**src/rtl/pipe_reg.sv**
```systemverilog
// pipe_reg: valid/ready pipeline register with optional two-entry skid buffer.
//    clk        rising-edge clock
//    clrn       asynchronous active-low reset
//    in_valid   upstream beat present on d
//    in_ready   block can accept a beat this cycle
//    d          upstream data
//    flush      synchronous discard of all held beats
//    out_valid  q holds a valid beat
//    out_ready  downstream takes q this cycle
//    q          head beat data (always the main entry register)
//    count      number of beats held (0..2)
module pipe_reg #(
   parameter int               WIDTH   = 32,
   parameter logic [WIDTH-1:0] RST_VAL = '0,
   parameter int               SKID    = 1
)(
   input  logic             clk,
   input  logic             clrn,
   input  logic             in_valid,
   output logic             in_ready,
   input  logic [WIDTH-1:0] d,
   input  logic             flush,
   output logic             out_valid,
   input  logic             out_ready,
   output logic [WIDTH-1:0] q,
   output logic [1:0]       count
);
   typedef enum logic [1:0] {ST_EMPTY = 2'd0, ST_FULL = 2'd1, ST_SKID = 2'd2} state_t;
   state_t           state_q, state_d;
   logic [WIDTH-1:0] main_q, main_d, skid_q, skid_d;
   logic             rdy_q, rdy_d;
   logic             accept, deliver;
   assign out_valid = state_q != ST_EMPTY;
   assign q         = main_q;
   assign count     = state_q;
   // rdy_q is low in reset and rises on the first edge after release; in
   // single-entry mode it only gates the combinational pass-through ready.
   assign in_ready  = (SKID != 0) ? rdy_q : rdy_q & (~out_valid | out_ready);
   assign accept    = in_valid & in_ready;
   assign deliver   = out_valid & out_ready;
   always_comb begin
      state_d = state_q;
      main_d  = main_q;
      skid_d  = skid_q;
      if (flush) begin
         state_d = ST_EMPTY;
         main_d  = RST_VAL;
         skid_d  = RST_VAL;
      end else begin
         case (state_q)
            ST_EMPTY: if (accept) begin
               state_d = ST_FULL;
               main_d  = d;
            end
            ST_FULL: if (accept && deliver) begin
               main_d = d;
            end else if (accept) begin
               state_d = ST_SKID;
               skid_d  = d;
            end else if (deliver) begin
               state_d = ST_EMPTY;
            end
            ST_SKID: if (deliver) begin
               state_d = ST_FULL;
               main_d  = skid_q;
            end
            default: state_d = ST_EMPTY;
         endcase
      end
      rdy_d = (SKID == 0) || (state_d != ST_SKID);
   end
   always_ff @(posedge clk or negedge clrn) begin
      if (!clrn) begin
         state_q <= ST_EMPTY;
         main_q  <= RST_VAL;
         skid_q  <= RST_VAL;
         rdy_q   <= 1'b0;
      end else begin
         state_q <= state_d;
         main_q  <= main_d;
         skid_q  <= skid_d;
         rdy_q   <= rdy_d;
      end
   end
endmodule

```
**config.mk**
```make
export PLATFORM = sky130hd
export DESIGN_NAME = pipe_reg
export DESIGN_NICKNAME = d
export VERILOG_FILES = /design/src/rtl/pipe_reg.sv
export SDC_FILE = /design/constraint.sdc
export NUM_CORES = 1
export LEC_CHECK = 0
export CAP_MARGIN = 10
export CORE_MARGIN = 4
export CORE_UTILIZATION = 50
export DETAILED_ROUTE_END_ITERATION = 8
export GPL_TIMING_DRIVEN = 0
export PLACE_DENSITY = 0.8
export SLEW_MARGIN = 10
export SYNTH_ARGS = -nofsm -noshare
export SYNTH_HDL_FRONTEND = slang
export SYNTH_SLANG_ARGS = --single-unit
export TNS_END_PERCENT = 10
```
**constraint.sdc**
```tcl
create_clock -name clk -period 3 [get_ports clk]
set_clock_uncertainty 0.1 [all_clocks]
set_input_delay 0.45 -clock clk [delete_from_list [all_inputs] [get_ports clk]]
set_output_delay 0.45 -clock clk [all_outputs]
set_load 0.05 [all_outputs]
```
==> results of run 1 <==
[worst max-delay path, cell delays in order, from the launching register on]
cell and delay, ns:
dfrtp_1 0.45, or2_2 0.32, clkdlybuf4s50_1 0.71
[placed cells by master (no fill, tap or decap), drive strengths merged]
| master | instances |
|---|---|
| clkdlybuf4s50 | 70 |
| a21oi | 3 |
| and3b | 1 |
| dlygate4sd3 | 1 |
| clkinv | 1 |
| clkbuf | 18 |
| bufinv | 1 |
| o311a | 1 |
| buf | 19 |
| dfrtp | 67 |
| nand2 | 33 |
| nor2 | 1 |
| inv | 2 |
| a22o | 32 |
| and3 | 1 |
| nand3b | 1 |
| o22a | 1 |
| o31ai | 32 |
| or3 | 1 |
| mux2i | 33 |
| or2 | 1 |
| nor2b | 2 |
[layer usage]
metal,GRT usage (%),vias to the layer above,share of wire [%]
met5,0,-,0
met4,8.78,0,1.2
met3,3.71,8,4.5
met2,34.8,65,52
met1,26.7,1142,42
li1,-,1031,-
[cells in the mapped netlist]
cell       n  area, sq um
a21oi_1    2         10.0
a21oi_2    1         8.76
a22o_1    32          280
and3_1     1         6.26
and3b_1    1         8.76
buf_2      7         35.0
buf_4      2         15.0
buf_6      8         90.1
clkbuf_1   4         15.0
clkbuf_4   1         7.51
dfrtp_1   67         1680
inv_1      2         7.51
mux2i_1   33          330
nand2_1   33          124
nand3b_1   1         7.51
nor2_1     1         3.75
nor2b_1    1         6.26
nor2b_4    1         13.8
o22a_1     1         8.76
o311a_1    1         10.0
o31ai_1    4         30.0
o31ai_2   28          350
or2_2      1         6.26
or3_1      1         6.26
[power groups by stage]
| stage | logic [uW] | registers [uW] | clock network [uW] |
|---|---|---|---|
| 6_report | 494 | 988 | 754 |
| 4_1_cts | 501 | 988 | 762 |
| 5_1_grt | 523 | 994 | 806 |
| 2_1_floorplan | 151 | 1150 | 0 |
| 3_5_place_dp | 498 | 1000 | 0 |
| 3_3_place_gp | 488 | 1000 | 0 |
[worst max path at each step]
stage	startpoint	to	slack (ns)	depth (start not counted)
final	count[1]	out_valid	0.64	2
after global routing	count[1]	out_valid	0.56	2
after CTS	count[1]	out_valid	0.62	2
after detailed placement	out_ready	q[31]	0.78	7
after global placement	clrn	q[17]	-0.88	1
after floorplan	in_ready	q[0]	1.20	6
[state kept, by name, indices dropped and copies added (netlist names)]
register,flops
count,2
in_ready,1
q,32
skid_q,32
[what timing repair did]
item / CTS / global route
endpoints found under the setup margin: 0 / 0
hold buffers: 1 / 0
endpoints found under the hold margin: 30 / 0
[metrics by stage]
| stage | setup WS [ns] | instance area (sq um) | cells | util, % |
|---|---|---|---|---|
| finish | 0.641 | 4080 | 397 | 69.0 |
| global placement | -0.881 | 3860 | 380 | 65.2 |
| global route | 0.559 | 4080 | 397 | 69.0 |
| CTS | 0.617 | 4080 | 397 | 69.0 |
| floorplan | 1.20 | 3060 | 234 | - |
| detailed placement | 0.775 | 3880 | 381 | 65.5 |
[area by class of cell]
class | instances | area share, %
Tap cell | 75 | 2.30
Multi-Input combinational cell | 143 | 29.7
Clock inverter | 2 | 0.858
Sequential cell | 67 | 41.1
Inverter | 2 | 0.184
Timing Repair Buffer | 73 | 18.1
Clock buffer | 13 | 3.89
Buffer | 22 | 3.98
[kinds of logic after synthesis]
kind of cell / synth area share [%]
flops: 54.8
buf+inv: 5.56
mux: 10.8
compound gates: 22.8
simple gates: 5.97
==> flow_summary.ini, run 1 <==
[clock_tree]
post_cts_buffers = 0
clockBufferDepth = 2
cts_sinks = 67
cts_buffers = 9
cts_root_buf = clkbuf_8
cts_resized = 0
cts_tree = done
h-tree-depth = 3
path_clk_slew_ns = 0.07
clock_latency_ns = 0.33

[pwr]
peakVddDrop_mv = 0.321
p_clk_share_pct = 33.7
p_leak_uw = 0.00176
total_power_uw = 2240
intPower_uw = 1570
p_sw_share_pct = 29.8
p_seq_share_pct = 44.2
p_sw_uw = 666
p_comb_share_pct = 22.1
power_density_mw_per_mm2 = 547

[sta]
finalSetupViolations = 0
min_period_ns = 2.36
hold_ws_ns = 0.384
finalSetupTns_ns = 0
clock.fmax_mhz = 424
rsz0062_at_grt = false
drv_slew = 0
hold_viol_final = 0
worst_pin_slew_ns = 0.758
fin_crit_sh_pct = 78.6
max_slew_margin_pct = 49.5

[layout]
drive_gt1_share_pct = 19.9
area_growth_pct = 33.6
nets = 355
seq_area_sq_mm = 0.00168
fill_cells = 437
antenna_cells = 0
multi_input_area_sq_mm = 0.00121

[hold_path]
whs_path_depth = 2
hold_class = flop to flop
hp-start = q[7]
holdPathEnd = q[7]

[synthesis]
syn_avg_cell_area_sq_um = 13.1
syn_nets = 271
netlist_area_sq_mm = 0.00306
yosysWarningCount = 0
yosys.cell_types.count = 24
yosys_register_bits = 67
synth-seq-area-share_pct = 54.8
synth_cells = 234

[global_routing]
grt_start_max_net_pins = 38
grt_pass1_vias = 2394
grt-ovfl-total = 0
grt_pass1_wl_um = 11900
grt_antenna_before_repair = 0
track_usage_pct = 20.8

[critical_path]
cp-end-kind = output pin
path_max_fanout = 8
critPathKind = flop to output pin
worst_r2r_path_depth = 6
required_ns = 2.45
r2r_start = count[0]
start_kind = flop
cp.arrival_ns = 1.81
timing.rr.end = q[31]
r2r_setup_slack_ns = 1.32

[detailed_routing]
drt_first_iter_violations = 116
vias = 2246
detail-route-antenna-nets = 0
drt-total-wl_um = 7230
via_per_inst = 5.66
first_pass_iters = 4
wl_per_cell_um = 18.2
drc_errors = 0

[run_status]
outcome = complete, no violations

[flow_run]
max-cap-violations = 0

[floorplan]
core-area_sq_mm = 0.00592
ios = 73
die_area_sq_mm = 0.00743
die_w_um = 86.2
rows = 28
floorplan.initialDensity_pct = 51.6
die_y_um = 86.2

[place]
port-buffer-count = 71
place_hpwl_um = 4990
finalWeightedCongestion = 0.723
Note: power is estimated with default switching activity, not from simulation.
==> run 2: changes to the inputs <==
CORE_UTILIZATION = 45   (was 50)
PLACE_DENSITY = 0.76   (was 0.8)
clock period = 1.9 ns   (was 3 ns; I/O delays follow)
==> run 2 against run 1 <==
  * Cell count rose by 0.50%
  * Combinational power rose by 53%
  * Core utilization fell by 5.4 points
  * Hold slack got worse by 0.073 ns
  * Via count fell by 3.2%
  * First-iteration DRC count fell by 45%
  * Clock power rose by 42%
  * Clock-buffer cell count did not move
  * Global-route usage fell by 2.7 points
  * Largest cell class unchanged
==> flow_summary.ini, run 2 (same netlist as run 1, synthesis figures left out) <==
[run_status]
outcome = complete, no violations

[place]
port-buffer-count = 71
finalWeightedCongestion = 0.789
place_hpwl_um = 4680

[global_routing]
grt_pass1_vias = 2382
use_met2_pct = 28.1
grt-ovfl-total = 0
grt_antenna_before_repair = 0
track_usage_pct = 18.1
grt_start_max_net_pins = 40
use_met1_pct = 24.3
grt_pass1_wl_um = 11900
gr-max-usage-layer = met2
grtUsageMet3_pct = 4.17

[pwr]
p_leak_uw = 0.00210
peakVddDrop_mv = 0.467
power_density_mw_per_mm2 = 825
total_power_uw = 3390

[layout]
fill_cells = 541
drive_gt1_share_pct = 20.5
layout_commonest_cell = dfrtp_1
nets = 355
area_growth_pct = 34.3
antenna_cells = 0
layout_common_cells = dfrtp_1, clkdlybuf4s50_1, nand2_1, mux2i_1, a22o_1
utilization_pct = 63.6

[detailed_routing]
first_pass_iters = 4
wl_per_cell_um = 17.6
detail-route-antenna-nets = 0
drt-total-wl_um = 7010
drc_errors = 0
via_per_inst = 5.45
vias = 2174
drt_first_iter_violations = 64

[sta]
fin_crit_sh_pct = 98.2
rsz0062_at_grt = false
finalSetupViolations = 0
clock.fmax_mhz = 536
worst_pin_slew_ns = 0.777
drv_slew = 0
max_slew_margin_pct = 48.2
min_period_ns = 1.87
hold_viol_final = 0

[critical_path]
cpPeakStageDelay_ns = 0.80
slowest_stage = clkdlybuf4s50_1
crit_chain = clkdlybuf4s50_1
cp.arrival_ns = 1.48
crit_family = buffers and inverters
cp-end-kind = output pin
start_kind = flop
required_ns = 1.51
critPathKind = flop to output pin
crit_buf_inv = 1
path_max_fanout = 2

[floorplan]
core-area_sq_mm = 0.00646
die_area_sq_mm = 0.00818
ios = 73
floorplan.initialDensity_pct = 47.3
die_y_um = 90.4
rows = 29
die_w_um = 90.4

[clock_tree]
h-tree-depth = 3
clockBufferDepth = 2
cts_tree = done
cts_sinks = 67
cts_buffers = 9
cts_root_buf = clkbuf_8
post_cts_buffers = 0
clock_latency_ns = 0.33
path_clk_slew_ns = 0.07

[hold_path]
hold_class = input port to async pin

[flow_run]
max-cap-violations = 0
## run 2: final cells by class
cell class / instances / area, sq um / area share (%)
timing repair buffer: 73 / 774 / 18.9
inverter: 2 / 7.51 / 0.183
clock buffer: 13 / 169 / 4.11
clock inverter: 2 / 10.0 / 0.244
sequential: 67 / 1680 / 40.8
multi-input combinational: 143 / 1210 / 29.5
tap: 77 / 96.3 / 2.35
buffer: 22 / 163 / 3.96
## run 2: layer usage
layer	share of wire, %	wire length (um)	vias to the layer above
met5	0	0	-
met4	1.7	119	0
met2	48	3330	62
li1	-	-	1032
met1	46	3240	1068
met3	4.6	321	12
## run 2: stage by stage
step / setup WS, ns / setup TNS [ns] / hold slack (ns) / area [sq um] / std cells
global placement: -1.85 / -126.87 / 0.368 / 3860 / 382
floorplan: 0.0982 / 0 / -0.111 / 3060 / 234
detailed placement: -0.138 / -3.45 / 0.137 / 3880 / 383
global route: 0.00427 / 0 / 0.341 / 4110 / 399
CTS: -0.0141 / -0.0141 / 0.317 / 4060 / 399
finish: 0.0334 / 0 / 0.310 / 4110 / 399
## run 2: worst paths after layout
check / startpoint / to / slack (ns) / depth (start not counted)
setup / recovery: q[2] / q[2] / 0.03 / 1
hold / removal: clrn / skid_q[18] / 0.31 / 2
setup reg to reg: count[0] / q[4] / 0.23 / 6
hold reg to reg: q[28] / q[28] / 0.38 / 2
max in group asynchronous: clrn / skid_q[1] / 0.86 / 3
min in group clk: flush / q[18] / 0.34 / 2
## run 2: report_power, final
part	switching, uW	total [uW]	internal (uW)
combinational	478	757	280
clock	505	1070	570
sequential	46.6	1560	1510
## run 2: what timing repair did
action	in CTS	in global routing
endpoints found under the hold margin	28	0
hold buffers	1	0
endpoints found under the setup margin	12	23
gates resized for setup	12	24
==> run 3: changes to the inputs <==
CORE_MARGIN = 8   (was 4)
==> run 3 against run 2 <==
  * First-iteration DRC count decreased by 14%
  * Routed wire length increased by 0.93%
  * Highest routed layer unchanged
  * Via count grew 1.3%
  * Largest cell class unchanged
  * Final area is essentially flat
  * Register-to-register slack hardly changed
  * Die area increased by 18%
  * Critical path type unchanged
  * Sequential share of layout area is essentially flat
  * Clock-buffer cell count is 2 lower
  * Sequential power is essentially flat
==> flow_summary.ini, run 3 (same netlist as run 1, synthesis figures left out) <==
[critical_path]
crit_family = buffers and inverters
slowest_stage = dlygate4sd2_1
critPathKind = flop to output pin
crit_chain = dlygate4sd2_1
cpPeakStageDelay_ns = 0.56
cp-end-kind = output pin
crit_buf_inv = 1
r2r_start = count[0]
path_max_fanout = 8
timing.rr.end = q[27]
cp.arrival_ns = 1.35
r2r_setup_slack_ns = 0.23
start_kind = flop
worst_r2r_path_depth = 6
required_ns = 1.51

[pwr]
power_density_mw_per_mm2 = 869
p_leak_uw = 0.00202
peakVddDrop_mv = 0.398

[sta]
min_period_ns = 1.74
hold_viol_final = 0
finalSetupViolations = 0
max_slew_margin_pct = 47.2
clock.fmax_mhz = 575
worst_pin_slew_ns = 0.792
fin_crit_sh_pct = 91.5
rsz0062_at_grt = false
drv_slew = 0
finalSetupTns_ns = 0

[clock_tree]
clock_latency_ns = 0.33
cts_buffers = 9
clockBufferDepth = 2
cts_sinks = 67
path_clk_slew_ns = 0.07
h-tree-depth = 3
cts_root_buf = clkbuf_8
cts_tree = done

[floorplan]
ios = 73
floorplan.initialDensity_pct = 45.8
die_y_um = 98.4
die_w_um = 98.4
rows = 30
die_area_sq_mm = 0.00969
core-area_sq_mm = 0.00668

[global_routing]
track_usage_pct = 15.1
grt_pass1_vias = 2330
grt-ovfl-total = 0
grt_antenna_before_repair = 0
grt_start_max_net_pins = 39
grt_pass1_wl_um = 11700

[layout]
layout_common_cells = dfrtp_1, clkdlybuf4s50_1, nand2_1, mux2i_1, a22o_1
stdcell_count = 403
area_growth_pct = 34.2
layout_commonest_cell = dfrtp_1
fill_cells = 553
antenna_cells = 0
nets = 355
drive_gt1_share_pct = 20.4

[detailed_routing]
wl_per_cell_um = 17.6
detail-route-antenna-nets = 0
drc_errors = 0
vias = 2203
drt-total-wl_um = 7080
first_pass_iters = 4
via_per_inst = 5.47
drt_first_iter_violations = 55

[hold_path]
hold_class = input port to async pin

[flow_run]
max-cap-violations = 0

[place]
place_hpwl_um = 4950
dp.cells = 386
finalWeightedCongestion = 0.707
port-buffer-count = 71

[run_status]
outcome = complete, no violations
==> run 3: layer usage <==
metal / global-route usage (%) / wire, um / share of wire [%]
met1: 18.9 / 3280 / 46
met2: 23.8 / 3350 / 47
met3: 4.02 / 347 / 4.9
met4: 7.08 / 105 / 1.5
met5: 0 / 0 / 0
==> run 3: worst max-delay path by stage <==
stage,from,endpoint,slack [ns],depth (start not counted)
after floorplan,in_ready,q[0],0.1,6
after detailed placement,out_ready,q[4],-0.14,7
after global routing,count[1],count[1],0.1,1
final,count[1],count[1],0.16,1
after global placement,clrn,skid_q[4],-1.81,1
after CTS,count[1],out_valid,-0.04,2
==> run 3: final cells by class <==
type	instances	area (sq um)	share of cell area [%]
flip-flops and latches	67	1680	40.8
multi-input cells	143	1210	29.5
repair buffers	73	738	18.0
plain buffers	22	163	3.96
clock buffers	11	131	3.20
well taps	80	100	2.44
clock inverters	5	77.6	1.89
inverters	2	7.51	0.183
==> run 3: power by group <==
group	switching, uW	internal (uW)
Combinational	479	266
Sequential	46.5	1510
Clock	530	736
==> run 3: stage by stage <==
step	area, sq um	power, uW	hold WS, ns	setup slack [ns]	util (%)
2_1_floorplan	3060	2050	-0.111	0.0982	-
5_1_grt	4110	3710	0.338	0.0960	61.4
4_1_cts	4080	3610	0.310	-0.0350	61.0
3_5_place_dp	3890	2370	0.143	-0.140	58.2
3_3_place_gp	3870	2360	0.368	-1.81	57.9
6_report	4110	3570	0.323	0.161	61.4
==> run 3: repair_timing <==
item                                    4_1_cts  5_1_grt
endpoints found under the setup margin       23       14
hold buffers                                  1        0
hold endpoints to repair                     29        0
resized for setup                            23       15
buffers inserted                              0        0
